==> src/rtl/ir_cmd_mapper.sv <==
// ir_cmd_mapper
//   Sits between the NEC IR receiver and the Tetris game controller.
//   It checks the remote's custom code and maps the key byte to a 3-bit game command.
//   A per-key lockout stops one held keypress from firing a non-repeatable
//   command twice. Accepted commands go into a 4-deep show-ahead FIFO with a
//   valid/ready handshake.
//
// Ports
//   iCLK         in   1   system clock (50 MHz)
//   iRST_n       in   1   asynchronous active-low reset
//   iDATA_READY  in   1   receiver frame-valid level (may stay high for long)
//   iDATA        in  32   frame: [15:0] custom code, [23:16] key, [31:24] ~key
//   oCMD         out  3   FIFO head: 1 LEFT 2 RIGHT 3 ROTATE 4 SOFT 5 HARD
//                         6 PAUSE 7 RESTART; 0 when empty
//   oCMD_VALID   out  1   FIFO not empty
//   iCMD_READY   in   1   consumer takes the head when high with oCMD_VALID
//   oOVERFLOW    out  1   one-cycle pulse: command dropped, FIFO full
//   oADDR_ERR    out  1   one-cycle pulse: frame dropped, custom code mismatch
//   oLAST_KEY    out  8   key byte of the last accepted command
module ir_cmd_mapper #(
    parameter logic [15:0] CUSTOM_CODE = 16'h6B86,
    parameter bit          CHECK_ADDR  = 1'b1,
    parameter logic [7:0]  KEY_LEFT    = 8'h14,
    parameter logic [7:0]  KEY_RIGHT   = 8'h18,
    parameter logic [7:0]  KEY_ROTATE  = 8'h1A,
    parameter logic [7:0]  KEY_SOFT    = 8'h1E,
    parameter logic [7:0]  KEY_HARD    = 8'h15,
    parameter logic [7:0]  KEY_PAUSE   = 8'h16,
    parameter logic [7:0]  KEY_RESTART = 8'h12,
    parameter int unsigned LOCKOUT_CYC = 10000000
) (
    input  logic        iCLK,
    input  logic        iRST_n,
    input  logic        iDATA_READY,
    input  logic [31:0] iDATA,
    output logic [2:0]  oCMD,
    output logic        oCMD_VALID,
    input  logic        iCMD_READY,
    output logic        oOVERFLOW,
    output logic        oADDR_ERR,
    output logic [7:0]  oLAST_KEY
);

    localparam logic [23:0] LOCK_MAX = 24'(LOCKOUT_CYC);

    localparam logic [2:0] CMD_NONE  = 3'd0;
    localparam logic [2:0] CMD_LEFT  = 3'd1;
    localparam logic [2:0] CMD_RIGHT = 3'd2;
    localparam logic [2:0] CMD_SOFT  = 3'd4;

    typedef enum logic [1:0] {
        ST_IDLE,
        ST_CHECK,
        ST_PUSH
    } state_t;

    state_t      state;
    state_t      state_nx;

    logic        ready_q;
    logic [23:0] frame_q;
    logic [2:0]  cmd_q;
    logic [23:0] lock_cnt;
    logic [7:0]  last_key;

    logic [2:0]  cmd_lookup;
    logic        take_frame;
    logic        load_cmd;
    logic        push_req;
    logic        addr_err;
    logic        locked;
    logic        push;
    logic        pop;

    logic [2:0]  fifo_mem [4];
    logic [1:0]  wr_ptr;
    logic [1:0]  rd_ptr;
    logic [2:0]  count;
    logic        empty;
    logic        full;

    // The inverted key byte is not checked; the receiver already validated it.
    logic        unused_inv_key;
    assign unused_inv_key = ^iDATA[31:24];

    // Key byte -> command; first match wins if parameters ever collide.
    always_comb begin
        cmd_lookup = CMD_NONE;
        if      (frame_q[23:16] == KEY_LEFT)    cmd_lookup = 3'd1;
        else if (frame_q[23:16] == KEY_RIGHT)   cmd_lookup = 3'd2;
        else if (frame_q[23:16] == KEY_ROTATE)  cmd_lookup = 3'd3;
        else if (frame_q[23:16] == KEY_SOFT)    cmd_lookup = 3'd4;
        else if (frame_q[23:16] == KEY_HARD)    cmd_lookup = 3'd5;
        else if (frame_q[23:16] == KEY_PAUSE)   cmd_lookup = 3'd6;
        else if (frame_q[23:16] == KEY_RESTART) cmd_lookup = 3'd7;
    end

    // Movement keys may repeat freely; everything else is held off while
    // the same key is still inside its lockout window.
    always_comb begin
        locked = 1'b0;
        if (cmd_q != CMD_LEFT && cmd_q != CMD_RIGHT && cmd_q != CMD_SOFT)
            locked = (frame_q[23:16] == last_key) && (lock_cnt < LOCK_MAX);
    end

    always_ff @(posedge iCLK or negedge iRST_n) begin
        if (!iRST_n) state <= ST_IDLE;
        else         state <= state_nx;
    end

    always_comb begin
        state_nx   = state;
        take_frame = 1'b0;
        load_cmd   = 1'b0;
        push_req   = 1'b0;
        addr_err   = 1'b0;
        case (state)
            ST_IDLE: begin
                if (iDATA_READY && !ready_q) begin
                    take_frame = 1'b1;
                    state_nx   = ST_CHECK;
                end
            end
            ST_CHECK: begin
                if (CHECK_ADDR && frame_q[15:0] != CUSTOM_CODE) begin
                    addr_err = 1'b1;
                    state_nx = ST_IDLE;
                end else if (cmd_lookup != CMD_NONE) begin
                    load_cmd = 1'b1;
                    state_nx = ST_PUSH;
                end else begin
                    state_nx = ST_IDLE;
                end
            end
            ST_PUSH: begin
                push_req = !locked;
                state_nx = ST_IDLE;
            end
            default: state_nx = ST_IDLE;
        endcase
    end

    assign empty = (count == 3'd0);
    assign full  = (count == 3'd4);
    assign pop   = !empty && iCMD_READY;
    // A full FIFO still accepts a push when the head leaves in the same cycle.
    assign push  = push_req && (!full || pop);

    assign oOVERFLOW  = push_req && full && !pop;
    assign oADDR_ERR  = addr_err;
    assign oCMD_VALID = !empty;
    assign oCMD       = empty ? CMD_NONE : fifo_mem[rd_ptr];
    assign oLAST_KEY  = last_key;

    always_ff @(posedge iCLK or negedge iRST_n) begin
        if (!iRST_n) begin
            ready_q  <= 1'b0;
            frame_q  <= '0;
            cmd_q    <= '0;
            last_key <= '0;
            lock_cnt <= LOCK_MAX;
        end else begin
            ready_q <= iDATA_READY;
            if (take_frame) frame_q <= iDATA[23:0];
            if (load_cmd)   cmd_q   <= cmd_lookup;
            if (push) begin
                last_key <= frame_q[23:16];
                lock_cnt <= '0;
            end else if (lock_cnt < LOCK_MAX) begin
                lock_cnt <= lock_cnt + 24'd1;
            end
        end
    end

    // Storage is not reset; oCMD is forced to 0 whenever the FIFO is empty.
    always_ff @(posedge iCLK) begin
        if (push) fifo_mem[wr_ptr] <= cmd_q;
    end

    always_ff @(posedge iCLK or negedge iRST_n) begin
        if (!iRST_n) begin
            wr_ptr <= '0;
            rd_ptr <= '0;
            count  <= '0;
        end else begin
            if (push) wr_ptr <= wr_ptr + 2'd1;
            if (pop)  rd_ptr <= rd_ptr + 2'd1;
            case ({push, pop})
                2'b10:   count <= count + 3'd1;
                2'b01:   count <= count - 3'd1;
                default: count <= count;
            endcase
        end
    end

endmodule

==> config.mk <==
export PLATFORM = sky130hd
export DESIGN_NAME = ir_cmd_mapper
export DESIGN_NICKNAME = d
export VERILOG_FILES = /design/src/rtl/ir_cmd_mapper.sv
export SDC_FILE = /design/constraint.sdc
export NUM_CORES = 1
export LEC_CHECK = 0
export ABC_AREA = 1
export CAP_MARGIN = 20
export CORE_ASPECT_RATIO = 0.8
export CORE_MARGIN = 4
export CORE_UTILIZATION = 52
export CTS_BUF_LIST = sky130_fd_sc_hd__clkbuf_8
export DETAILED_ROUTE_END_ITERATION = 10
export PLACE_DENSITY = 0.76
export REMOVE_ABC_BUFFERS = 1
export SLEW_MARGIN = 20
export SYNTH_ARGS = -nofsm -noshare
export SYNTH_HDL_FRONTEND = slang
export SYNTH_SLANG_ARGS = --single-unit
export TNS_END_PERCENT = 30
==> constraint.sdc <==
create_clock -name iCLK -period 2 [get_ports iCLK]
set_clock_uncertainty 0.1 [all_clocks]
set_input_delay 0.4 -clock iCLK [delete_from_list [all_inputs] [get_ports iCLK]]
set_output_delay 0.4 -clock iCLK [all_outputs]
set_load 0.01 [all_outputs]
==> flow_metrics.env <==
export IMPL_status="finished, violations left"
export IMPL_violations="negative setup slack"
export IMPL_yosys_area_share_xor_xnor=0.03215
export IMPL_hold_depth=2
export IMPL_crit_buf_inv=2
export IMPL_insertion_delay_ns=0.36
export IMPL_crit_path_start_kind="flip-flop"
export IMPL_period_share=1.136
export IMPL_cts_sinks=81
export IMPL_cp_end_kind="output port"
export IMPL_wl_per_cell_um=15.82
export IMPL_die_h_um=87.29
export IMPL_route_detailed_drc=0
export IMPL_cts_made_buffers=9
export IMPL_cts_buffer_depth=2
export IMPL_seq_area_frac_synth=0.5132
export IMPL_path_depth=8
export IMPL_clkSlewWorstSetupHoldPaths_ns=0.09
export IMPL_crit_arrival_ns=1.77
export IMPL_synth_top_area_share=0.3735
export IMPL_path_cells="buf_4, nand2_1, a21oi_4, a21oi_4, nand2_4, nand2_4, nor2_2, buf_2"
export IMPL_required_ns=1.50
export IMPL_synth_compound_area_frac=0.07440
export IMPL_vias=4070
export IMPL_initialDrtViolationCount=298
export IMPL_slew_headroom=0.5990
export IMPL_grt_antenna_before_repair=0
export IMPL_n_antenna_cell=0
export IMPL_cp_slowest_cell="dfstp_2"
export IMPL_synthAdderAreaFrac=0.02021
export IMPL_place_area_um2=5131
export IMPL_postSynthCellCount=500
export IMPL_critPathMaxFanout=2
export IMPL_cap_violations=0
export IMPL_ys_warnings_count=0
export IMPL_tightest_slew_ns=0.6016
export IMPL_muxShareOfSynthArea=0
export IMPL_cts_max_level=3
export IMPL_cp_endpoint="oOVERFLOW"
export IMPL_timing_hold_ws_ns=0.3778
export IMPL_crit_start="lock_cnt[15]"
export IMPL_die_w_um=107.1
export IMPL_layout_commonest_cell="nand2_1"
export IMPL_slowest_delay_ns=0.55
export IMPL_clockRootBuffer="clkbuf_8"
export IMPL_routed_wl_mm=11.88
export IMPL_final_max_slew_viol_count=0
export IMPL_worstSetupPathType="reg -> out"
export IMPL_core_um2=7532
export IMPL_r2r_slack_ns=-0.27
export IMPL_design_die_area_um2=9350
export IMPL_rows=28
export IMPL_fin_crit_ns=2.271
export IMPL_fillers=450
export IMPL_rsz0062_at_grt="true"
export IMPL_final_cell_mix="nand2_1, buf_4, dfrtp_1"
export IMPL_leakagePower_uw=0.002794
export IMPL_grtUsageTotal=0.2273
export IMPL_min_path_type="reg -> reg"
export IMPL_worst_slack_ns=-0.2711
export IMPL_nNetsFinal=683
export IMPL_syn_avg_cell_area_um2=8.173
export IMPL_reg2reg_from="lock_cnt[15]"
export IMPL_powerDensity_nw_per_um2=671.4
export IMPL_regArea_um2=2098
export IMPL_synth_area_um2=4086
export IMPL_ioPinCount=50
export IMPL_reg2regPathDepth=16
export IMPL_first_global_vias=3708
export IMPL_ys_seq_elements=81
export IMPL_place_ws_ns=-0.3457
export IMPL_viasPerCell=5.419
export IMPL_max_freq_mhz=440.3
export IMPL_setup_viol=49
export IMPL_synth_area_top_cells="dfrtp_1, nand2_1, edfxtp_1"
export IMPL_drt_pass1_iterations=5
export IMPL_yosys_area_share_simple=0.2890
export IMPL_place_gp_congestion=0.8901
export IMPL_area_delta_synth_final_pct=45.41
export IMPL_portBuffers=41
export IMPL_antenna_left=0
export IMPL_synth_top_family_by_area="simple AND/OR/NAND/NOR gates"
export IMPL_rr_endpoint="count[2]"
export IMPL_fin_area_um2=5942
export IMPL_synth_top_cell_by_area="dfrtp_1"
export IMPL_layout_drive_gt1_share=0.3390
export IMPL_vdd_drop_max_mv=0.4384
export IMPL_gr_total_overflow=0
export IMPL_hold_violations=0
export IMPL_synth_cell_types=38
export IMPL_cts_tree="done"
export IMPL_post_dp_hpwl_mm=7.122
export IMPL_start_util=0.5425
export IMPL_multiInputGateArea_um2=2007
export IMPL_grt_max_degree=30
export IMPL_grt_pass1_wl_mm=16.75
export IMPL_path_delay_family="flip-flops"
[power by group]
group          internal [uW]  leakage [uW]  switching (uW)
registers               1800      0.000927             119
logic                    382       0.00177             451
clock network            588      0.000100             650
[metrics by stage]
stage / utilization / setup TNS [ns] / std cells / total power, uW
finish: 0.7889 / -6.068 / 751 / 3989
global route: 0.7889 / -11.89 / 751 / 4216
CTS: 0.7271 / -1.049 / 729 / 3969
detailed placement: 0.6812 / -1.428 / 703 / 2708
global placement: 0.6812 / -0.6538 / 703 / 2662
floorplan: - / -0.4530 / 490 / 2344
[cells in the mapped netlist, drive strengths merged]
master and n:
a21oi 14, a31oi 2, a41oi 1, and3 2, buf 4, clkbuf 6
dfrtp 61, dfstp 8, edfxtp 12, fa 1, ha 5, inv 62
nand2 145, nand3 26, nand4 7, nor2 68, nor3 16, nor3b 1
nor4 4, o21ai 35, o21bai 1, o31ai 2, or2 2, xnor2 9
xor2 6
[registers in the layout, summed over array words and instances, names as in the netlist]
register / count
cmd_q: 3
count: 3
fifo_mem: 12
frame_q: 24
lock_cnt: 24
oLAST_KEY: 8
rd_ptr: 2
ready_q: 1
state: 2
wr_ptr: 2
[kinds of logic after synthesis]
| family | after synthesis |
|---|---|
| AOI/OAI and AO/OA | 55 |
| xor gates and xnor gates | 15 |
| adders and majority gates | 6 |
| buffers and inverters | 72 |
| DFF | 81 |
| and+or+nand+nor | 271 |
[timing repair]
item                                    in CTS  in global routing
pin swaps                                   16                 37
hold buffers                                 1                  0
buffers inserted                             9                 21
gates resized for setup                     44                 91
cloned                                       0                  2
endpoints found under the hold margin       11                  0
endpoints found under the setup margin      32                 55
[final cells by class]
| type | count | share of cell area |
|---|---|---|
| repair buffers | 140 | 0.2127 |
| inverters | 62 | 0.04043 |
| well taps | 105 | 0.02211 |
| clock buffers | 9 | 0.02085 |
| clock inverters | 7 | 0.01306 |
| flip-flops and latches | 81 | 0.3531 |
| multi-input cells | 347 | 0.3378 |
[tightest hold or removal path: cells and delay by family (launching register included)]
| kind | cells | cell delay (ns) |
|---|---|---|
| flip-flops | 1 | 0.35 |
| AND/OR/NAND/NOR | 2 | 0.11 |
[metal layers]
| layer | GRT usage | up-vias | routed length (um) |
|---|---|---|---|
| met5 | 0 | - | 0 |
| met4 | 0.06156 | 0 | 374 |
| met3 | 0.06449 | 51 | 884 |
| met2 | 0.3810 | 205 | 5947 |
| met1 | 0.2912 | 1942 | 4674 |
| li1 | - | 1872 | - |
[worst min-delay path by stage]
stage	slack, ns	to	from
finish	0.38	frame_q[14]	frame_q[14]
global route	0.39	frame_q[13]	frame_q[13]
CTS	0.38	frame_q[14]	frame_q[14]
detailed placement	0.33	lock_cnt[8]	iRST_n
global placement	0.31	lock_cnt[8]	iRST_n
floorplan	0.004	cmd_q[0]	iRST_n
Note: power is estimated with default switching activity, not from simulation.
